`src/rtl/weight_stream_ctrl_if.sv`:
```
// Handshake, memory and kernel bus of the weight stream loader.
// slave = loader side, master = controller/memory side.
interface weight_stream_ctrl_if #(
  parameter int KERNEL_WIDTH = 72,
  parameter int NUM_MAC      = 4,
  parameter int TAPS         = 3,
  parameter int ADDR_WIDTH   = 10
);
  logic                                 i_start;
  logic [ADDR_WIDTH-1:0]                i_base_addr;
  logic [ADDR_WIDTH-1:0]                i_num_sets;
  logic                                 i_consume;
  logic                                 i_abort;
  logic                                 o_mem_en;
  logic [ADDR_WIDTH-1:0]                o_mem_addr;
  logic [NUM_MAC*KERNEL_WIDTH-1:0]      i_mem_data;
  logic [NUM_MAC*TAPS*KERNEL_WIDTH-1:0] o_kernel;
  logic                                 o_valid;
  logic                                 o_busy;
  logic                                 o_done;

  modport slave (
    input  i_start, i_base_addr, i_num_sets, i_consume, i_abort, i_mem_data,
    output o_mem_en, o_mem_addr, o_kernel, o_valid, o_busy, o_done
  );

  modport master (
    output i_start, i_base_addr, i_num_sets, i_consume, i_abort, i_mem_data,
    input  o_mem_en, o_mem_addr, o_kernel, o_valid, o_busy, o_done
  );
endinterface

```
`src/rtl/weight_stream_ctrl.sv`:
```
// Double-buffered weight loader: fetches TAPS words per MAC per set from
// NUM_MAC memories into a shadow bank and hands complete sets to the MAC array.
module weight_stream_ctrl #(
  parameter int KERNEL_WIDTH = 72,
  parameter int NUM_MAC      = 4,
  parameter int TAPS         = 3,
  parameter int ADDR_WIDTH   = 10,
  parameter int RD_LAT       = 1
) (
  input  logic                  clk,
  input  logic                  rstn,
  weight_stream_ctrl_if.slave   bus
);
  localparam int KW     = KERNEL_WIDTH;
  localparam int BANK_W = NUM_MAC * TAPS * KW;
  localparam int CW     = $clog2(TAPS + 1);
  localparam logic [CW-1:0] TAPS_C  = CW'(TAPS);
  localparam logic [CW-1:0] TAPS_M1 = CW'(TAPS - 1);

  typedef enum logic [1:0] {IDLE, FETCH, FULL, DRAIN} state_t;

  state_t                state_q, state_d;
  logic                  mem_en_q, mem_en_d;
  logic [ADDR_WIDTH-1:0] addr_q, addr_d;
  logic [CW-1:0]         issue_cnt_q, issue_cnt_d;
  logic [CW-1:0]         cap_cnt_q, cap_cnt_d;
  logic [RD_LAT-1:0]     pipe_q, pipe_d;
  logic [BANK_W-1:0]     shadow_q, shadow_d;
  logic [BANK_W-1:0]     active_q, active_d;
  logic                  valid_q, valid_d;
  logic                  done_q, done_d;
  logic [ADDR_WIDTH-1:0] num_sets_q, num_sets_d;
  logic [ADDR_WIDTH-1:0] sets_q, sets_d;
  logic [ADDR_WIDTH-1:0] sets_nxt;
  logic                  capture;

  assign capture  = pipe_q[RD_LAT-1];
  assign sets_nxt = sets_q + ADDR_WIDTH'(1);

  always_comb begin
    state_d     = state_q;
    mem_en_d    = 1'b0;
    addr_d      = mem_en_q ? addr_q + ADDR_WIDTH'(1) : addr_q;
    issue_cnt_d = issue_cnt_q;
    cap_cnt_d   = cap_cnt_q;
    shadow_d    = shadow_q;
    active_d    = active_q;
    valid_d     = valid_q;
    done_d      = 1'b0;
    num_sets_d  = num_sets_q;
    sets_d      = sets_q;
    pipe_d      = '0;
    pipe_d[0]   = mem_en_q;
    for (int unsigned i = 1; i < RD_LAT; i++) pipe_d[i] = pipe_q[i-1];

    // Returning words shift down so the first word of a set lands in tap 0.
    if (capture) begin
      for (int unsigned m = 0; m < NUM_MAC; m++) begin
        for (int unsigned t = 0; t + 1 < TAPS; t++)
          shadow_d[(m*TAPS+t)*KW +: KW] = shadow_q[(m*TAPS+t+1)*KW +: KW];
        shadow_d[(m*TAPS+TAPS-1)*KW +: KW] = bus.i_mem_data[m*KW +: KW];
      end
      cap_cnt_d = cap_cnt_q + CW'(1);
    end

    if (bus.i_consume && valid_q) valid_d = 1'b0;

    case (state_q)
      IDLE: begin
        if (bus.i_start) begin
          num_sets_d = bus.i_num_sets;
          sets_d     = '0;
          if (bus.i_num_sets == '0) begin
            done_d = 1'b1;
          end else begin
            state_d     = FETCH;
            addr_d      = bus.i_base_addr;
            mem_en_d    = 1'b1;
            issue_cnt_d = CW'(1);
            cap_cnt_d   = '0;
          end
        end
      end
      FETCH: begin
        if (issue_cnt_q < TAPS_C) begin
          mem_en_d    = 1'b1;
          issue_cnt_d = issue_cnt_q + CW'(1);
        end
        if (capture && cap_cnt_q == TAPS_M1) begin
          state_d   = FULL;
          cap_cnt_d = '0;
        end
      end
      FULL: begin
        // A consume on the transfer edge swaps sets without dropping o_valid.
        if (!valid_q || bus.i_consume) begin
          active_d = shadow_q;
          valid_d  = 1'b1;
          sets_d   = sets_nxt;
          if (sets_nxt < num_sets_q) begin
            state_d     = FETCH;
            mem_en_d    = 1'b1;
            issue_cnt_d = CW'(1);
          end else begin
            state_d = DRAIN;
          end
        end
      end
      DRAIN: begin
        if (valid_q && bus.i_consume) begin
          done_d  = 1'b1;
          state_d = IDLE;
        end
      end
      default: state_d = IDLE;
    endcase

    if (bus.i_abort) begin
      state_d     = IDLE;
      mem_en_d    = 1'b0;
      addr_d      = '0;
      issue_cnt_d = '0;
      cap_cnt_d   = '0;
      pipe_d      = '0;
      shadow_d    = '0;
      active_d    = '0;
      valid_d     = 1'b0;
      done_d      = 1'b0;
      num_sets_d  = '0;
      sets_d      = '0;
    end
  end

  always_ff @(posedge clk or negedge rstn) begin
    if (!rstn) begin
      state_q     <= IDLE;
      mem_en_q    <= 1'b0;
      addr_q      <= '0;
      issue_cnt_q <= '0;
      cap_cnt_q   <= '0;
      pipe_q      <= '0;
      shadow_q    <= '0;
      active_q    <= '0;
      valid_q     <= 1'b0;
      done_q      <= 1'b0;
      num_sets_q  <= '0;
      sets_q      <= '0;
    end else begin
      state_q     <= state_d;
      mem_en_q    <= mem_en_d;
      addr_q      <= addr_d;
      issue_cnt_q <= issue_cnt_d;
      cap_cnt_q   <= cap_cnt_d;
      pipe_q      <= pipe_d;
      shadow_q    <= shadow_d;
      active_q    <= active_d;
      valid_q     <= valid_d;
      done_q      <= done_d;
      num_sets_q  <= num_sets_d;
      sets_q      <= sets_d;
    end
  end

  assign bus.o_mem_en   = mem_en_q;
  assign bus.o_mem_addr = addr_q;
  assign bus.o_kernel   = active_q;
  assign bus.o_valid    = valid_q;
  assign bus.o_busy     = (state_q != IDLE);
  assign bus.o_done     = done_q;
endmodule

```
`src/flat_wrapper.sv`:
```
// flat-port wrapper written by rule: the top's interface ports become plain ports
module weight_stream_ctrl_flat 
#(
  parameter int KERNEL_WIDTH = 72,
  parameter int NUM_MAC      = 4,
  parameter int TAPS         = 3,
  parameter int ADDR_WIDTH   = 10,
  parameter int RD_LAT       = 1
)
  (clk, rstn, bus_i_start, bus_i_base_addr, bus_i_num_sets, bus_i_consume, bus_i_abort, bus_i_mem_data, bus_o_mem_en, bus_o_mem_addr, bus_o_kernel, bus_o_valid, bus_o_busy, bus_o_done);
  weight_stream_ctrl_if #(.KERNEL_WIDTH(KERNEL_WIDTH), .NUM_MAC(NUM_MAC), .TAPS(TAPS), .ADDR_WIDTH(ADDR_WIDTH)) bus_i ();
  input  logic clk;
  input  logic rstn;
  input wire logic [$bits(bus_i.i_start)-1:0] bus_i_start;
  input wire logic [$bits(bus_i.i_base_addr)-1:0] bus_i_base_addr;
  input wire logic [$bits(bus_i.i_num_sets)-1:0] bus_i_num_sets;
  input wire logic [$bits(bus_i.i_consume)-1:0] bus_i_consume;
  input wire logic [$bits(bus_i.i_abort)-1:0] bus_i_abort;
  input wire logic [$bits(bus_i.i_mem_data)-1:0] bus_i_mem_data;
  output wire logic [$bits(bus_i.o_mem_en)-1:0] bus_o_mem_en;
  output wire logic [$bits(bus_i.o_mem_addr)-1:0] bus_o_mem_addr;
  output wire logic [$bits(bus_i.o_kernel)-1:0] bus_o_kernel;
  output wire logic [$bits(bus_i.o_valid)-1:0] bus_o_valid;
  output wire logic [$bits(bus_i.o_busy)-1:0] bus_o_busy;
  output wire logic [$bits(bus_i.o_done)-1:0] bus_o_done;
  assign bus_i.i_start = bus_i_start;
  assign bus_i.i_base_addr = bus_i_base_addr;
  assign bus_i.i_num_sets = bus_i_num_sets;
  assign bus_i.i_consume = bus_i_consume;
  assign bus_i.i_abort = bus_i_abort;
  assign bus_i.i_mem_data = bus_i_mem_data;
  assign bus_o_mem_en = bus_i.o_mem_en;
  assign bus_o_mem_addr = bus_i.o_mem_addr;
  assign bus_o_kernel = bus_i.o_kernel;
  assign bus_o_valid = bus_i.o_valid;
  assign bus_o_busy = bus_i.o_busy;
  assign bus_o_done = bus_i.o_done;
  weight_stream_ctrl #(.KERNEL_WIDTH(KERNEL_WIDTH), .NUM_MAC(NUM_MAC), .TAPS(TAPS), .ADDR_WIDTH(ADDR_WIDTH), .RD_LAT(RD_LAT)) u_core (.clk(clk), .rstn(rstn), .bus(bus_i));
endmodule
```
`config.mk`:
```
export PLATFORM = sky130hd
export DESIGN_NAME = weight_stream_ctrl_flat
export DESIGN_NICKNAME = d
export VERILOG_FILES = /design/src/rtl/weight_stream_ctrl_if.sv /design/src/rtl/weight_stream_ctrl.sv /design/src/flat_wrapper.sv
export SDC_FILE = /design/constraint.sdc
export NUM_CORES = 2
export LEC_CHECK = 0
export CAP_MARGIN = 20
export CORE_AREA = 2 2 457 459
export DETAILED_ROUTE_END_ITERATION = 12
export DIE_AREA = 0 0 459 461
export HOLD_SLACK_MARGIN = 0.02
export SLEW_MARGIN = 20
export SYNTH_ARGS = -nofsm -noshare
export SYNTH_HDL_FRONTEND = slang
export SYNTH_SLANG_ARGS = --single-unit
```
`constraint.sdc`:
```
create_clock -name clk -period 4 [get_ports clk]
set_clock_uncertainty 0.1 [all_clocks]
set_input_delay 0.8 -clock clk [delete_from_list [all_inputs] [get_ports clk]]
set_output_delay 0.8 -clock clk [all_outputs]
set_load 0.01 [all_outputs]
```
# Word level (Yosys, flattened, before mapping)
# Index checks and enable logic that the tools add are counted.
# word_totals
register_bits	1768
in_bits	313
# op_classes
add_sub_neg	4
eq_ne	11
n_reduce_logical	19
mux	53
n_lt_le_gt_ge	2
# op_table
operator	n
864-bit two-way mux	5
10-bit two-way mux	11
2-bit two-way mux	16
10-bit by 1-bit adder with 10-bit output, second input constant	2
10-bit case mux with 2 select lines	1
1-bit two-way mux	15
3-bit by 2-bit != test with 1-bit output, second input constant	5
2-bit nonzero test	6
10-bit zero test	1
10-bit less-than comparator	1
2-bit case mux with 4 select lines	1
2-bit == test, second input constant	3
3-bit != test, second input constant	2
2-bit case mux with 3 select lines	1
6-bit AND reduction	1
5-bit AND reduction	1
2-bit by 1-bit adder with 2-bit output, second input constant	2
2-bit case mux with 2 select lines	1
2-bit AND reduction	2
4-bit nonzero test	1
1-bit case mux with 3 select lines	1
3-bit AND reduction	1
3-bit nonzero test	1
2-bit by 1-bit == test with 1-bit output, second input constant	1
6 further kinds	7

# Logic depth before layout (Yosys ltp)
# depth
depth_word	6
ltp_mapped	11
depth_no_buf	10

# Worst setup path after synthesis
# Ideal clock, no wire load.
# synth_timing
path_type	register to register
from	register u_core.sets_q[2]
to	register u_core.state_q[1]
synth_period_minus_slack_ps	2523
arrival_ps	2299
path_buffers	1
slack_ps	1477
t_required_ps	3776
stages_incl_launch_ff	12
setup_ps	124
cell_sequence	dfrtp_1 and4_1 and4_1 buf_4 nand3_2 xnor2_1 ha_1 a41o_1 a21oi_1 o211a_1 nor2_1 o31a_1
# synth_via
elab_chain_cells	6
# synth_lines
item	line	source
start, declared	weight_stream_ctrl.sv:33	logic [ADDR_WIDTH-1:0] sets_q, sets_d;
start signal, assigned	weight_stream_ctrl.sv:160	sets_q <= sets_d;
10-bit by 1-bit adder with 10-bit output	weight_stream_ctrl.sv:38	assign sets_nxt = sets_q + ADDR_WIDTH'(1);
10-bit less-than comparator	weight_stream_ctrl.sv:100	if (sets_nxt < num_sets_q) begin
2-bit two-way mux	weight_stream_ctrl.sv:100	
2-bit two-way mux	weight_stream_ctrl.sv:96	if (!valid_q || bus.i_consume) begin
2-bit case mux with 4 select lines	weight_stream_ctrl.sv:68	case (state_q)
2-bit two-way mux	weight_stream_ctrl.sv:118	if (bus.i_abort) begin
end signal, assigned	weight_stream_ctrl.sv:149	state_q <= state_d;
end, declared	weight_stream_ctrl.sv:22	state_t state_q, state_d;
# No other way between the ends. The select of a mux whose other input is x is not followed.
# A chain may end at the register's enable or synchronous reset.

# Worst setup path after layout
# layout_timing
from	register u_core.state_q[0]
to	output port bus_o_busy
# layout_via
elab_chain_cells	1
# layout_lines
item	line	source
2-bit nonzero test	weight_stream_ctrl.sv:168	assign bus.o_busy = (state_q != IDLE);
end, declared	flat_wrapper.sv:24	output wire logic [$bits(bus_i.o_busy)-1:0] bus_o_busy;
# No other way between the ends.

==> metrics <==
sw frac=30.5%; clock share of power=39.9%; DRT Pass-1 Iters=5; Achievable Freq=280 MHz; area leader, netlist=dfrtp_1; RSZ-0062 raised after global routing=false; DP Worst Slack=889 ps; crit share post-route=89.3%; gr usage total=22.3%; endpoints failing hold=0; 1st-iter DRT viols=4555; sequential area share after synthesis=62.7%; Core ar.=206000 µm²; worst-case reg-to-reg path depth=10; Slew headroom=39.5%; die height=461 µm; design area=92100 µm²; P_leak=0.0384 µW; required time of the critical path=3100 ps; status=finished, final reports clean; Hold Path Sink=u_core.shadow_q[641]$_DFFE_PN0P_; starting density of the core=34.2%; origin of the critical flop-to-flop path=u_core.sets_q[0]$_DFFE_PN0P_; CP Capture Type=primary output; Critical Path AT=2670 ps; flop2flop setup slack=1130 ps; Area contributors post-synth=dfrtp_1 63%, mux2i_1 12%, nand2_1 9.4%, a21oi_1 6.2%, nor2_1 4.7%; CTS clk-pin slew, worst paths=60 ps; TritonCTS buffer count=191; Final min period=3570 ps; post-route ant nets=0; I/O Buffers=1190; Most common cell on crit path=inv_1; Post-synth EDFFs=0; CTS tree=yes; routed wire length per instance=22.6 µm; fin nets=8159; Clock Tree Root=clkbuf_16; YS warnings=0; DRC Markers=0; width of the die=459 µm; die area=212000 µm²; NetSw=14000 µW; Synth Cell Area=70600 µm²; startpoint class of the critical path=register; Layout area overhead=30.5%; Synth Instances=6788; Pwr Total=45800 µW; postcts setup bufs=0; max incr delay on CP=810 ps; H-tree levels=4; unique cell type count in the Yosys netlist=53; total negative slack=0 ps; FP Rows=167; post-placement cell area=85500 µm²; sequential share of power=42.1%; drt via density=4.94; Cell Int Power=31900 µW; hold path depth=2; Yosys top cell area share=62.7%; critical path's slowest cell=clkdlybuf4s50_1; Post-Syn Area per Cell=10.4 µm²; I/O pin total=1191; crit path cell chain=inv_1, ha_1, inv_1, clkdlybuf4s50_1; Tightest Pin Transition=907 ps; ys async rst share=100%; WS Path Type=register to primary output; Combinational Power Share=18.0%; # setup viols final=0; Main synth FF type=dfrtp_1; Cell Count Post-Placement=10300; Reg2Reg Capture Point=u_core.state_q[1]$_DFFE_PN0P_; Crit path max-delay family=buffers and inverters; CTS resizes=0; Max clock buf depth=3; count leader, synth=dfrtp_1; largest net degree at the start of global routing=170; Hold Crit Class=input pin to register; initial antenna violation count=54; CP Buf/Inv Count=3; Pwr per Cell Area=498 nW/µm²; Slew Viols, Final=0; CTS Hold Bufs=1; grt total ovfl=0; register bit total from synthesis=1768; CP max FO=6; Post-Synthesis Net Count=7119; post-DP HPWL=170000 µm; HP Start=bus_i_abort; max_cap viols=0; total wire length=242000 µm; min setup slack post-route=428 ps; Synth top cells by count=1768 x dfrtp_1, 1760 x nand2_1, 888 x nor2_1, 879 x a21oi_1, 865 x mux2i_1; share of cells above drive strength 1=5.91%; clock network latency to the later pin of the worst-skew pair=860 ps; GPL Wtd Cong=0.858; CTS sink cnt=1768; fin cells=10700; Max VDD drop=0.430 mV; global-route wire length before repair=355000 µm; WP depth=4; vias in the first global route=52600; Vias=53000
## per-layer routing
layer / wire length [µm] / part of all wire [%] / global-route usage [%] / vias up
met2: 113000 / 47 / 35.0 / 1524
met5: 292 / 0.12 / 0 / -
met4: 10300 / 4.2 / 9.35 / 44
li1: - / - / - / 24300
met3: 19200 / 7.9 / 7.14 / 399
met1: 99600 / 41 / 28.5 / 26700
## flip-flops by register name, indices dropped and copies added, names as in the netlist
signal,flops
u_core.capture,1
u_core.shadow_q,864
u_core.state_q,2
u_core.bus.o_mem_en,1
u_core.bus.o_kernel,864
u_core.cap_cnt_q,2
u_core.bus.o_done,1
u_core.num_sets_q,10
u_core.bus.o_valid,1
u_core.sets_q,10
u_core.issue_cnt_q,2
u_core.bus.o_mem_addr,10
## cell type report
cell class,count,area (µm²)
Clock inverter,70,927
Clock buffer,285,5610
Tap cell,2704,3380
Antenna cell,29,72.6
Inverter,16,60.1
Multi-Input combinational cell,4512,24100
Fill cell,19500,114000
Timing Repair Buffer,1339,13800
Sequential cell,1768,44200
## power groups by stage
stage	registers, µW	clock network (µW)	logic, µW
after floorplan	19300	0	5240
after global placement	19600	0	8340
after detailed placement	19600	0	8390
after CTS	19300	18700	8410
after global routing	19400	19500	8940
final	19300	18300	8260
## layout by cell type (no fill, tap or decap), drive strengths merged, types with 2 or more instances in the layout
cell type / instances
dfrtp: 1768
nand2: 1761
clkdlybuf4s50: 1188
nor2: 888
a21oi: 880
mux2i: 865
clkbuf: 285
buf: 150
clkinv: 41
diode: 29
inv: 22
ha: 18
bufinv: 14
a211oi: 12
xnor2: 11
o21ai: 9
clkinvlp: 9
xor2: 7
and3: 6
nand4: 6
a22o: 5
nand3: 5
nand2b: 4
and4: 3
o31ai: 3
and2: 3
a21boi: 3
a31oi: 3
nor4: 2
nor2b: 2
a21o: 2
nor3: 2
## how the worst max path moves through the flow
stage | start | end | slack [ps]
4_1_cts | u_core.state_q[0]$_DFFE_PN0P_ | bus_o_busy | 320
3_5_place_dp | bus_i_num_sets[8] | u_core.cap_cnt_q[1]$_DFF_PN0_ | 890
5_1_grt | u_core.state_q[0]$_DFFE_PN0P_ | bus_o_busy | 290
3_3_place_gp | bus_i_num_sets[8] | u_core.cap_cnt_q[1]$_DFF_PN0_ | 900
6_report | u_core.state_q[0]$_DFFE_PN0P_ | bus_o_busy | 430
2_1_floorplan | u_core.sets_q[2]$_DFFE_PN0P_ | u_core.state_q[1]$_DFFE_PN0P_ | 1480
## cell families (layout without fill, tap and decap cells)
| group | Yosys count | after routing | synth area share, % |
|---|---|---|---|
| buffers and inverters | 508 | 1710 | 3.30 |
| AND/OR/NAND/NOR | 2684 | 2684 | 14.5 |
| other | 0 | 29 | 0 |
| XOR/XNOR | 18 | 18 | 0.223 |
| adder cells (fa/ha/maj) | 18 | 18 | 0.319 |
| AO/OA/AOI/OAI | 926 | 926 | 6.75 |
| flip-flops | 1768 | 1768 | 62.7 |
| multiplexers | 866 | 866 | 12.3 |
## metrics by stage
stage / hold slack (ps) / util [%]
floorplan: 369 / -
global placement: 395 / 41.4
detailed placement: 394 / 41.4
CTS: 296 / 44.6
global route: 254 / 44.6
finish: 255 / 44.6
No activity file was read; power rests on OpenSTA's default activity.
